File: src/rtl/alu_ctrl.sv
// Execute-stage controller: ID/EX register for ALU controls, branch/jump resolution and fetch redirect.
// Optional ALU_CTRL_PERF_EN adds perf_issued / perf_taken counters.
module alu_ctrl (
  input  logic        clk,
  input  logic        rst,
  input  logic        id_valid,
  output logic        id_ready,
  input  logic [31:0] id_instr,
  input  logic [31:0] id_pc,
  input  logic        ex_ready,
  input  logic        flush,
  output logic        ex_valid,
  output logic [2:0]  ALUOP,
  output logic        Asrc,
  output logic        Bsrc,
  output logic        sra,
  output logic        shdir,
  output logic        sub,
  output logic        jalr,
  output logic [31:0] imm,
  output logic [31:0] pc,
  output logic        rs1_zero,
  output logic        illegal,
  input  logic        EQ,
  input  logic        LT,
  input  logic        LTU,
  input  logic [31:0] BTA,
  output logic        redirect_valid,
  output logic [31:0] redirect_pc
`ifdef ALU_CTRL_PERF_EN
  ,
  output logic [31:0] perf_issued,
  output logic [31:0] perf_taken
`endif
);

  localparam logic [6:0] OPC_OP     = 7'b0110011;
  localparam logic [6:0] OPC_OPIMM  = 7'b0010011;
  localparam logic [6:0] OPC_LUI    = 7'b0110111;
  localparam logic [6:0] OPC_AUIPC  = 7'b0010111;
  localparam logic [6:0] OPC_LOAD   = 7'b0000011;
  localparam logic [6:0] OPC_STORE  = 7'b0100011;
  localparam logic [6:0] OPC_BRANCH = 7'b1100011;
  localparam logic [6:0] OPC_JAL    = 7'b1101111;
  localparam logic [6:0] OPC_JALR   = 7'b1100111;

  logic [6:0]  opc;
  logic [2:0]  f3;
  logic [31:0] imm_i, imm_s, imm_b, imm_u, imm_j;
  logic [2:0]  d_aluop;
  logic        d_asrc, d_bsrc, d_sra, d_shdir, d_sub, d_jalr, d_rs1z, d_ill;
  logic        d_br, d_jal, d_jalr_k;
  logic [31:0] d_imm;

  // Resolution context kept alongside the visible controls
  logic        is_br, is_jal, is_jalr;
  logic [2:0]  br_f3;

  logic        br_cond, resolve, take, load;
  logic [31:0] tgt;

  assign opc   = id_instr[6:0];
  assign f3    = id_instr[14:12];
  assign imm_i = {{20{id_instr[31]}}, id_instr[31:20]};
  assign imm_s = {{20{id_instr[31]}}, id_instr[31:25], id_instr[11:7]};
  assign imm_b = {{19{id_instr[31]}}, id_instr[31], id_instr[7], id_instr[30:25], id_instr[11:8], 1'b0};
  assign imm_u = {id_instr[31:12], 12'b0};
  assign imm_j = {{11{id_instr[31]}}, id_instr[31], id_instr[19:12], id_instr[20], id_instr[30:21], 1'b0};

  always_comb begin
    d_aluop = 3'b000; d_asrc = 1'b0; d_bsrc = 1'b0; d_sra = 1'b0; d_shdir = 1'b0;
    d_sub = 1'b0; d_jalr = 1'b0; d_rs1z = 1'b0; d_ill = 1'b0; d_imm = 32'd0;
    d_br = 1'b0; d_jal = 1'b0; d_jalr_k = 1'b0;
    case (opc)
      OPC_OP, OPC_OPIMM: begin
        d_aluop = f3;
        d_bsrc  = (opc == OPC_OPIMM);
        d_sub   = (opc == OPC_OP) && (f3 == 3'b000) && id_instr[30];
        d_sra   = (f3 == 3'b101) && id_instr[30];
        d_shdir = (f3 == 3'b001);
        d_imm   = (opc == OPC_OPIMM) ? imm_i : 32'd0;
      end
      OPC_LUI:    begin d_bsrc = 1'b1; d_rs1z = 1'b1; d_imm = imm_u; end
      OPC_AUIPC:  begin d_asrc = 1'b1; d_bsrc = 1'b1; d_imm = imm_u; end
      OPC_LOAD:   begin d_bsrc = 1'b1; d_imm = imm_i; end
      OPC_STORE:  begin d_bsrc = 1'b1; d_imm = imm_s; end
      OPC_BRANCH: begin d_sub = 1'b1; d_imm = imm_b; d_br = 1'b1; end
      OPC_JAL:    begin d_asrc = 1'b1; d_jalr = 1'b1; d_imm = imm_j; d_jal = 1'b1; end
      OPC_JALR:   begin d_asrc = 1'b1; d_jalr = 1'b1; d_imm = imm_i; d_jalr_k = 1'b1; end
      default:    d_ill = 1'b1;
    endcase
  end

  // LT/LTU arrive as less-or-equal, so strict compares mask out EQ
  always_comb begin
    case (br_f3)
      3'b000:  br_cond = EQ;
      3'b001:  br_cond = !EQ;
      3'b100:  br_cond = LT & !EQ;
      3'b101:  br_cond = !LT | EQ;
      3'b110:  br_cond = LTU & !EQ;
      3'b111:  br_cond = !LTU | EQ;
      default: br_cond = 1'b0;
    endcase
  end

  assign id_ready = !ex_valid | ex_ready;
  assign resolve  = ex_valid & ex_ready;
  assign take     = resolve & ((is_br & br_cond) | is_jal | is_jalr);
  assign load     = id_valid & id_ready;
  assign tgt      = is_jal ? (pc + imm) : is_jalr ? {BTA[31:1], 1'b0} : BTA;

  always_ff @(posedge clk or posedge rst) begin
    if (rst) begin
      ex_valid <= 1'b0; ALUOP <= 3'b000; Asrc <= 1'b0; Bsrc <= 1'b0; sra <= 1'b0;
      shdir <= 1'b0; sub <= 1'b0; jalr <= 1'b0; imm <= 32'd0; pc <= 32'd0;
      rs1_zero <= 1'b0; illegal <= 1'b0; redirect_valid <= 1'b0; redirect_pc <= 32'd0;
      is_br <= 1'b0; is_jal <= 1'b0; is_jalr <= 1'b0; br_f3 <= 3'b000;
    end else begin
      redirect_valid <= take & !flush;
      if (take & !flush) redirect_pc <= tgt;
      if (flush | take) begin
        ex_valid <= 1'b0;
      end else if (load) begin
        ex_valid <= 1'b1;
        ALUOP <= d_aluop; Asrc <= d_asrc; Bsrc <= d_bsrc; sra <= d_sra;
        shdir <= d_shdir; sub <= d_sub; jalr <= d_jalr; imm <= d_imm; pc <= id_pc;
        rs1_zero <= d_rs1z; illegal <= d_ill;
        is_br <= d_br; is_jal <= d_jal; is_jalr <= d_jalr_k; br_f3 <= f3;
      end else if (ex_ready) begin
        ex_valid <= 1'b0;
      end
    end
  end

`ifdef ALU_CTRL_PERF_EN
  always_ff @(posedge clk or posedge rst) begin
    if (rst) begin
      perf_issued <= 32'd0;
      perf_taken  <= 32'd0;
    end else begin
      if (resolve) perf_issued <= perf_issued + 32'd1;
      if (take & !flush) perf_taken <= perf_taken + 32'd1;
    end
  end
`endif

endmodule

File: config.mk
export PLATFORM = sky130hd
export DESIGN_NAME = alu_ctrl
export DESIGN_NICKNAME = d
export VERILOG_FILES = /design/src/rtl/alu_ctrl.sv
export SDC_FILE = /design/constraint.sdc
export NUM_CORES = 1
export LEC_CHECK = 0
export BUFFER_PORTS_ARGS = -buffer_cell sky130_fd_sc_hd__buf_2
export CAP_MARGIN = 15
export CORE_ASPECT_RATIO = 1.25
export CORE_MARGIN = 2
export CORE_UTILIZATION = 30
export CTS_CLUSTER_DIAMETER = 80
export DETAILED_ROUTE_END_ITERATION = 8
export GPL_ROUTABILITY_DRIVEN = 0
export PLACE_DENSITY = 0.59
export SYNTH_ARGS = -nofsm -noshare
export SYNTH_HDL_FRONTEND = slang
export SYNTH_SLANG_ARGS = --single-unit
export TNS_END_PERCENT = 50
File: constraint.sdc
create_clock -name clk -period 5.85 [get_ports clk]
set_clock_uncertainty 0.2 [all_clocks]
set_input_delay 1.755 -clock clk [delete_from_list [all_inputs] [get_ports clk]]
set_output_delay 1.755 -clock clk [all_outputs]
set_load 0.02 [all_outputs]
Yosys cells after proc, flatten, opt, wreduce, memory -nomap -nowiden
Index checks and enable logic that the tools add are counted.
Widths: inputs -> output; s select.
{"block": "totals", "reg_bits": 115, "latchBits": 0, "ram_bits": 0, "mem_bits_ro": 0, "input_bits": 104, "output_inout_bits": 110, "word_cells": 88, "memories": 0}
{"block": "classes", "add_sub_neg": 1, "mul": 0, "div": 0, "n_lt_le_gt_ge": 0, "n_eq_ne": 16, "shift": 0, "mux": 20, "n_bitwise": 14, "reduce_logical": 19}
{"op": "$pmux 32 s6", "count": 1}
{"op": "$mux 32", "count": 2}
{"op": "$add 32x32->32", "count": 1}
{"op": "$eq 7x6->1 const B", "count": 3}
{"op": "$eq 7x7->1 const B", "count": 3}
{"op": "$eq 3x3->1 const B", "count": 5}
{"op": "$eq 7x5->1 const B", "count": 2}
{"op": "$mux 1", "count": 13}
{"op": "$reduce_or 9->1", "count": 1}
{"op": "$reduce_or 2->1", "count": 4}
{"op": "$and 1x1->1", "count": 7}
{"op": "$eq 7x2->1 const B", "count": 1}
{"op": "$eq 3x1->1 const B", "count": 2}
{"op": "$logic_not 3->1", "count": 2}
{"op": "$or 1x1->1", "count": 6}
{"op": "$pmux 1 s6", "count": 1}
{"op": "$logic_not 1->1", "count": 5}
{"op": "$pmux 1 s2", "count": 2}
{"op": "$reduce_or 4->1", "count": 1}
{"op": "$logic_and 1x1->1", "count": 3}
{"op": "$mux 3", "count": 1}
{"op": "$reduce_bool 3->1", "count": 1}
{"op": "$reduce_or 3->1", "count": 1}
{"op": "$reduce_and 2->1", "count": 1}
{"op": "$not 1->1", "count": 1}

Depth between registers and ports, before layout
Gate-level depths: netlist of the first run.
{"block": "depth", "word_depth": 10, "depth_mapped": 12, "ltp_nobuf": 12}

Worst setup path before layout of the first run
Ideal clock, no wire load.
{"block": "synth_timing", "path_type": "input-to-output", "startpoint": "in ex_ready", "endpoint": "out id_ready", "arrival_ns": 2.005, "required_time_ns": 3.895, "path_slack_ns": 1.890, "path_stages": 1, "path_buffers": 0, "path_cell_list": "nand2b_1"}
{"block": "synth_between", "elab_chain_len": 1}
{"item": "start: declaration", "line": "10", "text": "input logic ex_ready,"}
{"item": "$or 1x1->1", "line": "107", "text": "assign id_ready = !ex_valid | ex_ready;"}
{"item": "end: declaration", "line": "7", "text": "output logic id_ready,"}
Every way passes these cells.

Final worst setup path of the first run
Same ends and word-level chain as after synthesis.

==> results of run 1 <==
worst min-delay path by stage:
stage / startpoint / slack, ns / endpoint / depth (start not counted)
floorplan: is_br / 0.24 / is_br / 2
global placement: ALUOP[2] / 0.26 / ALUOP[2] / 2
detailed placement: ALUOP[2] / 0.25 / ALUOP[2] / 2
CTS: ALUOP[2] / 0.27 / ALUOP[2] / 2
global route: redirect_pc[30] / 0.30 / redirect_pc[30] / 1
finish: redirect_pc[8] / 0.27 / redirect_pc[8] / 2
through the flow:
step           std cells  hold WS [ns]
6_report            1272         0.270
5_1_grt             1272         0.299
4_1_cts             1272         0.273
3_5_place_dp        1240         0.254
3_3_place_gp        1240         0.256
2_1_floorplan        779         0.240
cell type report:
cell class / instances / area share
clock buffers: 19 / 0.0525
clock inverters: 13 / 0.0132
inverters: 17 / 0.00786
multi-input cells: 609 / 0.412
flip-flops and latches: 115 / 0.341
well taps: 279 / 0.0414
repair buffers: 220 / 0.133
registers in the layout, summed over array words and instances, names as in the netlist, 3 cells and up:
register and cells:
redirect_pc 32, br_f3 3, pc 32, imm 32, ALUOP 3
report_power, final:
part / switching [mW] / total, mW / internal [mW] / leakage (nW)
clock: 0.387 / 0.978 / 0.591 / 0.253
sequential: 0.0530 / 0.904 / 0.851 / 1.54
combinational: 0.284 / 0.443 / 0.160 / 2.52
cells in the mapped netlist (4+ instances only):
master	number	area, um^2
a22oi_1	4	30.0
buf_2	15	75.1
a31oi_1	11	68.8
and2_0	5	31.3
xnor2_1	12	105
o21ai_0	78	390
o21a_1	4	30.0
nor2b_1	8	50.1
mux2i_1	18	180
nand3_1	18	90.1
ha_1	31	388
o41ai_1	5	43.8
buf_1	4	15.0
xor2_1	11	96.3
nand2b_1	8	50.1
o31ai_1	4	30.0
a211oi_1	4	30.0
clkbuf_1	14	52.6
o21ai_1	6	30.0
a21o_1	9	67.6
or3_1	4	25.0
nand4_1	8	50.1
nor3b_1	4	30.0
a21oi_1	64	320
nor3_1	13	65.1
inv_1	16	60.1
nor2_1	34	128
nand2_1	208	781
dfrtp_1	115	2880
kinds of logic after synthesis:
| family | share of synthesized area |
|---|---|
| AND/OR/NAND/NOR | 0.210 |
| AO/OA/AOI/OAI | 0.195 |
| flip-flops | 0.436 |
| buffers and inverters | 0.0387 |
| adder cells (fa/ha/maj) | 0.0618 |
| XOR/XNOR | 0.0305 |
| multiplexers | 0.0273 |
routing by layer:
metal | vias up | wire length [um]
li1 | 3117 | -
met3 | 32 | 1300
met2 | 207 | 10300
met4 | 2 | 452
met5 | - | 13
met1 | 2897 | 9340
worst min-delay path, stage by stage, from the launching register on:
cell	delay [ns]
dfrtp_1	0.33
nand2_1	0.04
o21ai_0	0.06
==> metrics.txt, run 1 <==
Critical path origin=ex_ready; startpoint types=primary input; TritonCTS sink count=115; Initial Util=0.306; worst reg2reg endpoint=redirect_pc[30]; number of synthesized flops with an enable pin=0; initial DRC count=305; Reg area=2880 um^2; Avg Cell Area, Syn=8.47 um^2; Util after Layout=0.392; detailed-route DRC error count=0; CTS tree=done; hold crit path type=reg -> reg; PostCTS Resize Cnt=0; antenna violations before repair=1; Mapped Area=6600 um^2; crit path DAT=2.25 ns; max cap viols=0; grt total ovfl=0; most common cell after layout, fill and taps aside=buf_2; Final Cell Area=8440 um^2; commonest non-fill, non-tap cells in the layout=buf_2 (213), nand2_1 (208), dfrtp_1 (115); sequential share of the synthesized area=0.436; Main synth FF type=dfrtp_1; Tmin final=4.21 ns; Core Box Area=21500 um^2; FMAX=238 MHz; GRT Total Usage=0.188; Setup CP Type=in -> out; DR vias=6255; largest net degree at the start of global routing=68; met1 GRT Util=0.239; R2R Path Start=imm[0]; io pins=214; vias in the first global route=6036; Via density=4.92; Seq cells post-synth=115; Synth cell types=61; Max FO, Critical Path=4; antenna viol nets, final=0; Syn-to-layout area delta=28.0%; footprint of the multi-input gates=3470 um^2; status=finished clean; routed len/inst=16.9 um; delay-heaviest family, CP=buffers and inverters; Warnings, synthesis=0; CTS H-tree depth=4; critical path's largest stage delay=0.20 ns; Worst Setup EP=id_ready; Setup WS pre-CTS=1.44 ns; setup ws final=1.64 ns; Critical Path RT=3.89 ns; critical path's slowest cell=nand2b_1; TritonRoute pass-1 iters=5; die span in x=137 um; fillers=2253; final count of hold timing violations=0; CTS root buffer=clkbuf_16; syn nets=915; Skew-Pair Late Insertion Delay=0.42 ns; measured slew at the worst slew-check pin=0.858 ns; layout cells sized above 1=0.270; M3 GR Usage=0.0442; Cell Chain, Critical Path=buf_2, nand2b_1, buf_2; Reg2Reg Depth=12; DPL Wire Length=16.9 mm; Bufs on Longest Clock Path=2; unrepaired setup endpoints after global routing=no; grt peak-use layer=met2; number of diodes=0; FFs w/ async S/R, synth=1.00; Buf/Inv on CP=2; met2 GRT Util=0.309; Crit path depth=3; Lkg Pwr=4.31 nW; power consumption=2.33 mW; CTS Buf Count=17; cell mode on critical path=buf_2; max-slew violations=0; power density cells=275 nW/um^2; final period utilization=0.720; final wirelength=21.4 mm; die area=23200 um^2; die height=170 um; Slew headroom=0.428; Hold-fix buffers, CTS=0; # rows=60; Reg clk slew, reported paths=0.05 ns; nets=1116; Critical Path Sink Type=output port; post-CTS setup buffers=0; post-synthesis instance total=779; I/O Buffers=213; peak supply drop=0.209 mV; global-route wire length before repair=32.9 mm; setup_tns=0 ns; Post-DP Area=7890 um^2; # setup viols final=0; R2R setup slack=2.60 ns
(Power assumes the default switching activity.)
==> run 2, diff against run 1 <==
--- a/config.mk
+++ b/config.mk
@@ -5,6 +5,7 @@
 export SDC_FILE = /design/constraint.sdc
 export NUM_CORES = 1
 export LEC_CHECK = 0
+export ABC_AREA = 1
 export BUFFER_PORTS_ARGS = -buffer_cell sky130_fd_sc_hd__buf_2
 export CAP_MARGIN = 15
 export CORE_ASPECT_RATIO = 1.25
@@ -13,7 +14,7 @@
 export CTS_CLUSTER_DIAMETER = 80
 export DETAILED_ROUTE_END_ITERATION = 8
 export GPL_ROUTABILITY_DRIVEN = 0
-export PLACE_DENSITY = 0.59
+export PLACE_DENSITY = 0.57
 export SYNTH_ARGS = -nofsm -noshare
 export SYNTH_HDL_FRONTEND = slang
 export SYNTH_SLANG_ARGS = --single-unit
==> constraint.sdc (replaced) <==
create_clock -name clk -period 4.1 [get_ports clk]
set_clock_uncertainty 0.2 [all_clocks]
set_input_delay 1.23 -clock clk [delete_from_list [all_inputs] [get_ports clk]]
set_output_delay 1.23 -clock clk [all_outputs]
set_load 0.02 [all_outputs]
==> metrics.txt, run 2 <==
status=finished clean; Reg clk slew, reported paths=0.06 ns (about the same); Syn-to-layout area delta=22.8%; FMAX=322 MHz; PostCTS Resize Cnt=0 (unchanged); layout cells sized above 1=0.185 (-0.0852); max-slew violations=0 (unchanged); power density cells=354 nW/um^2 (+28%); TritonCTS sink count=115 (unchanged); hold crit path type=reg -> reg; detailed-route DRC error count=0 (unchanged); Critical Path RT=2.67 ns (-1.22 ns); Skew-Pair Late Insertion Delay=0.44 ns (+0.02 ns); post-CTS setup buffers=0 (unchanged); syn nets=1384 (+51%); R2R setup slack=1.58 ns (-1.02 ns); grt total ovfl=0 (unchanged); Util after Layout=0.372 (-0.0194); Warnings, synthesis=0 (unchanged); area leader, netlist=dfrtp_1; final count of hold timing violations=0 (unchanged); most common cell after layout, fill and taps aside=nand2_1; Via density=4.73 (-3.8%); measured slew at the worst slew-check pin=0.863 ns (+0.00520 ns); CTS root buffer=clkbuf_16; antenna viol nets, final=0 (unchanged); final non-filler cell total=1796 (+41%); number of synthesized flops with an enable pin=0 (unchanged); Hold-fix buffers, CTS=0 (unchanged); startpoint types=primary input; # setup viols final=0 (unchanged); Bufs on Longest Clock Path=2 (unchanged); Main synth FF type=dfrtp_1; Critical Path Sink Type=output port; die area=28400 um^2 (+22%); CTS Buf Count=17 (unchanged); antenna violations before repair=1 (unchanged); final period utilization=0.757; Hold Path Depth=2 (unchanged); Core Box Area=26700 um^2 (+24%); GRT Total Usage=0.200 (+0.0123); FFs w/ async S/R, synth=1.00 (unchanged); Seq cells post-synth=115 (unchanged); peak supply drop=0.242 mV (+16%); largest net degree at the start of global routing=116 (+71%); nets=1574 (+41%); TritonRoute pass-1 iters=6 (+1); die height=188 um (+11%); DPL Wire Length=21.1 mm (+25%); die span in x=151 um (+11%); CTS tree=done; unrepaired setup endpoints after global routing=no; initial DRC count=394 (+29%); Lkg Pwr=6.18 nW (+43%); sequential share of the synthesized area=0.355 (-0.0814); most frequent cell after synthesis=nand2_1; Initial Util=0.303 (-0.00288); DR vias=8494 (+36%); Slew headroom=0.425 (-0.00347); R2R Path Start=imm[0]; setup ws final=0.998 ns (-0.642 ns); global-route wire length before repair=43.5 mm (+32%); post-synthesis instance total=1248 (+60%); max cap viols=0 (unchanged); worst hold path endpoint=ALUOP[0]; Cells after DPL=1764 (+42%); # rows=67 (+12%); worst reg2reg endpoint=redirect_pc[28]; I/O Buffers=213 (unchanged); power consumption=3.52 mW (+52%); Setup CP Type=in -> out; Tmin final=3.10 ns; largest cells by area after synthesis=dfrtp_1 (35%), nand2_1 (26%), inv_1 (7.3%); crit path DAT=1.67 ns (-0.58 ns); Setup WS pre-CTS=0.844 ns (-0.594 ns); setup_tns=0 ns (unchanged); Avg Cell Area, Syn=6.50 um^2 (-23%); Synth cell types=37 (-39%); final wirelength=27.9 mm (+30%); commonest non-fill, non-tap cells in the layout=nand2_1 (564), buf_2 (213), inv_1 (155); Reg2Reg Depth=13 (+1); Mapped Area=8110 um^2 (+23%); CTS H-tree depth=4 (unchanged); routed len/inst=15.5 um (-8.0%); top cells by count, synth=nand2_1 (565), inv_1 (157), dfrtp_1 (115), nand4_1 (89), nor2_1 (86); number of diodes=0 (unchanged); io pins=214 (unchanged); Max FO, Critical Path=2 (-2); vias in the first global route=8135 (+35%); leading registers by flop count=imm (32), pc (32), redirect_pc (32); hold wc startpoint=ALUOP[0]; top-area cell type share of the netlist area=0.355 (-0.0814)
==> run 2: kinds of logic (layout without fill, tap and decap cells) <==
group                      Yosys count  in the layout  share of synthesized area
AOI/OAI and AO/OA                   54             54                     0.0366
and+or+nand+nor                    830            830                      0.434
xor gates and xnor gates             6              6                    0.00648
DFF                                115            115                      0.355
buffers and inverters              208            411                      0.114
muxes                                3              3                    0.00370
adders and majority gates           32             32                     0.0503
==> run 2: layout make-up <==
class / count / area (um^2)
timing repair buffer: 220 / 1140
inverter: 159 / 601
sequential: 115 / 2880
clock buffer: 18 / 429
clock inverter: 14 / 156
tap: 345 / 432
fill: 2927 / 16800
multi-input combinational: 925 / 4320
==> run 2: through the flow <==
stage,hold WS (ns),instance area [um^2]
6_report,0.269,9960
4_1_cts,0.276,9960
2_1_floorplan,0.242,8110
5_1_grt,0.294,9960
3_3_place_gp,0.257,9370
3_5_place_dp,0.257,9370
==> run 2: layer usage <==
metal | global-route usage | up-vias | share of wire
met5 | 0 | - | 0
li1 | - | 4333 | -
met3 | 0.0331 | 56 | 0.048
met4 | 0.0920 | 0 | 0.038
met1 | 0.254 | 3842 | 0.44
met2 | 0.330 | 263 | 0.47
==> run 2: power by group <==
group          leakage [nW]  total (mW)  internal [mW]  switching (mW)
registers              1.54        1.30           1.22          0.0815
clock network         0.274        1.51          0.900           0.611
logic                  4.37       0.716          0.233           0.483
==> run 2: critical path, stage by stage <==
cell and delay (ns):
buf_2 0.10, inv_1 0.10, nand2_1 0.08, buf_2 0.16
==> run 2: how the worst max path moves through the flow <==
stage,end,slack (ns),start,cells after the start
CTS,id_ready,0.99,ex_ready,4
detailed placement,imm[19],0.84,id_instr[2],9
floorplan,id_ready,1.25,ex_ready,2
finish,id_ready,1.0,ex_ready,4
global route,id_ready,0.95,ex_ready,4
global placement,imm[19],0.88,id_instr[2],9
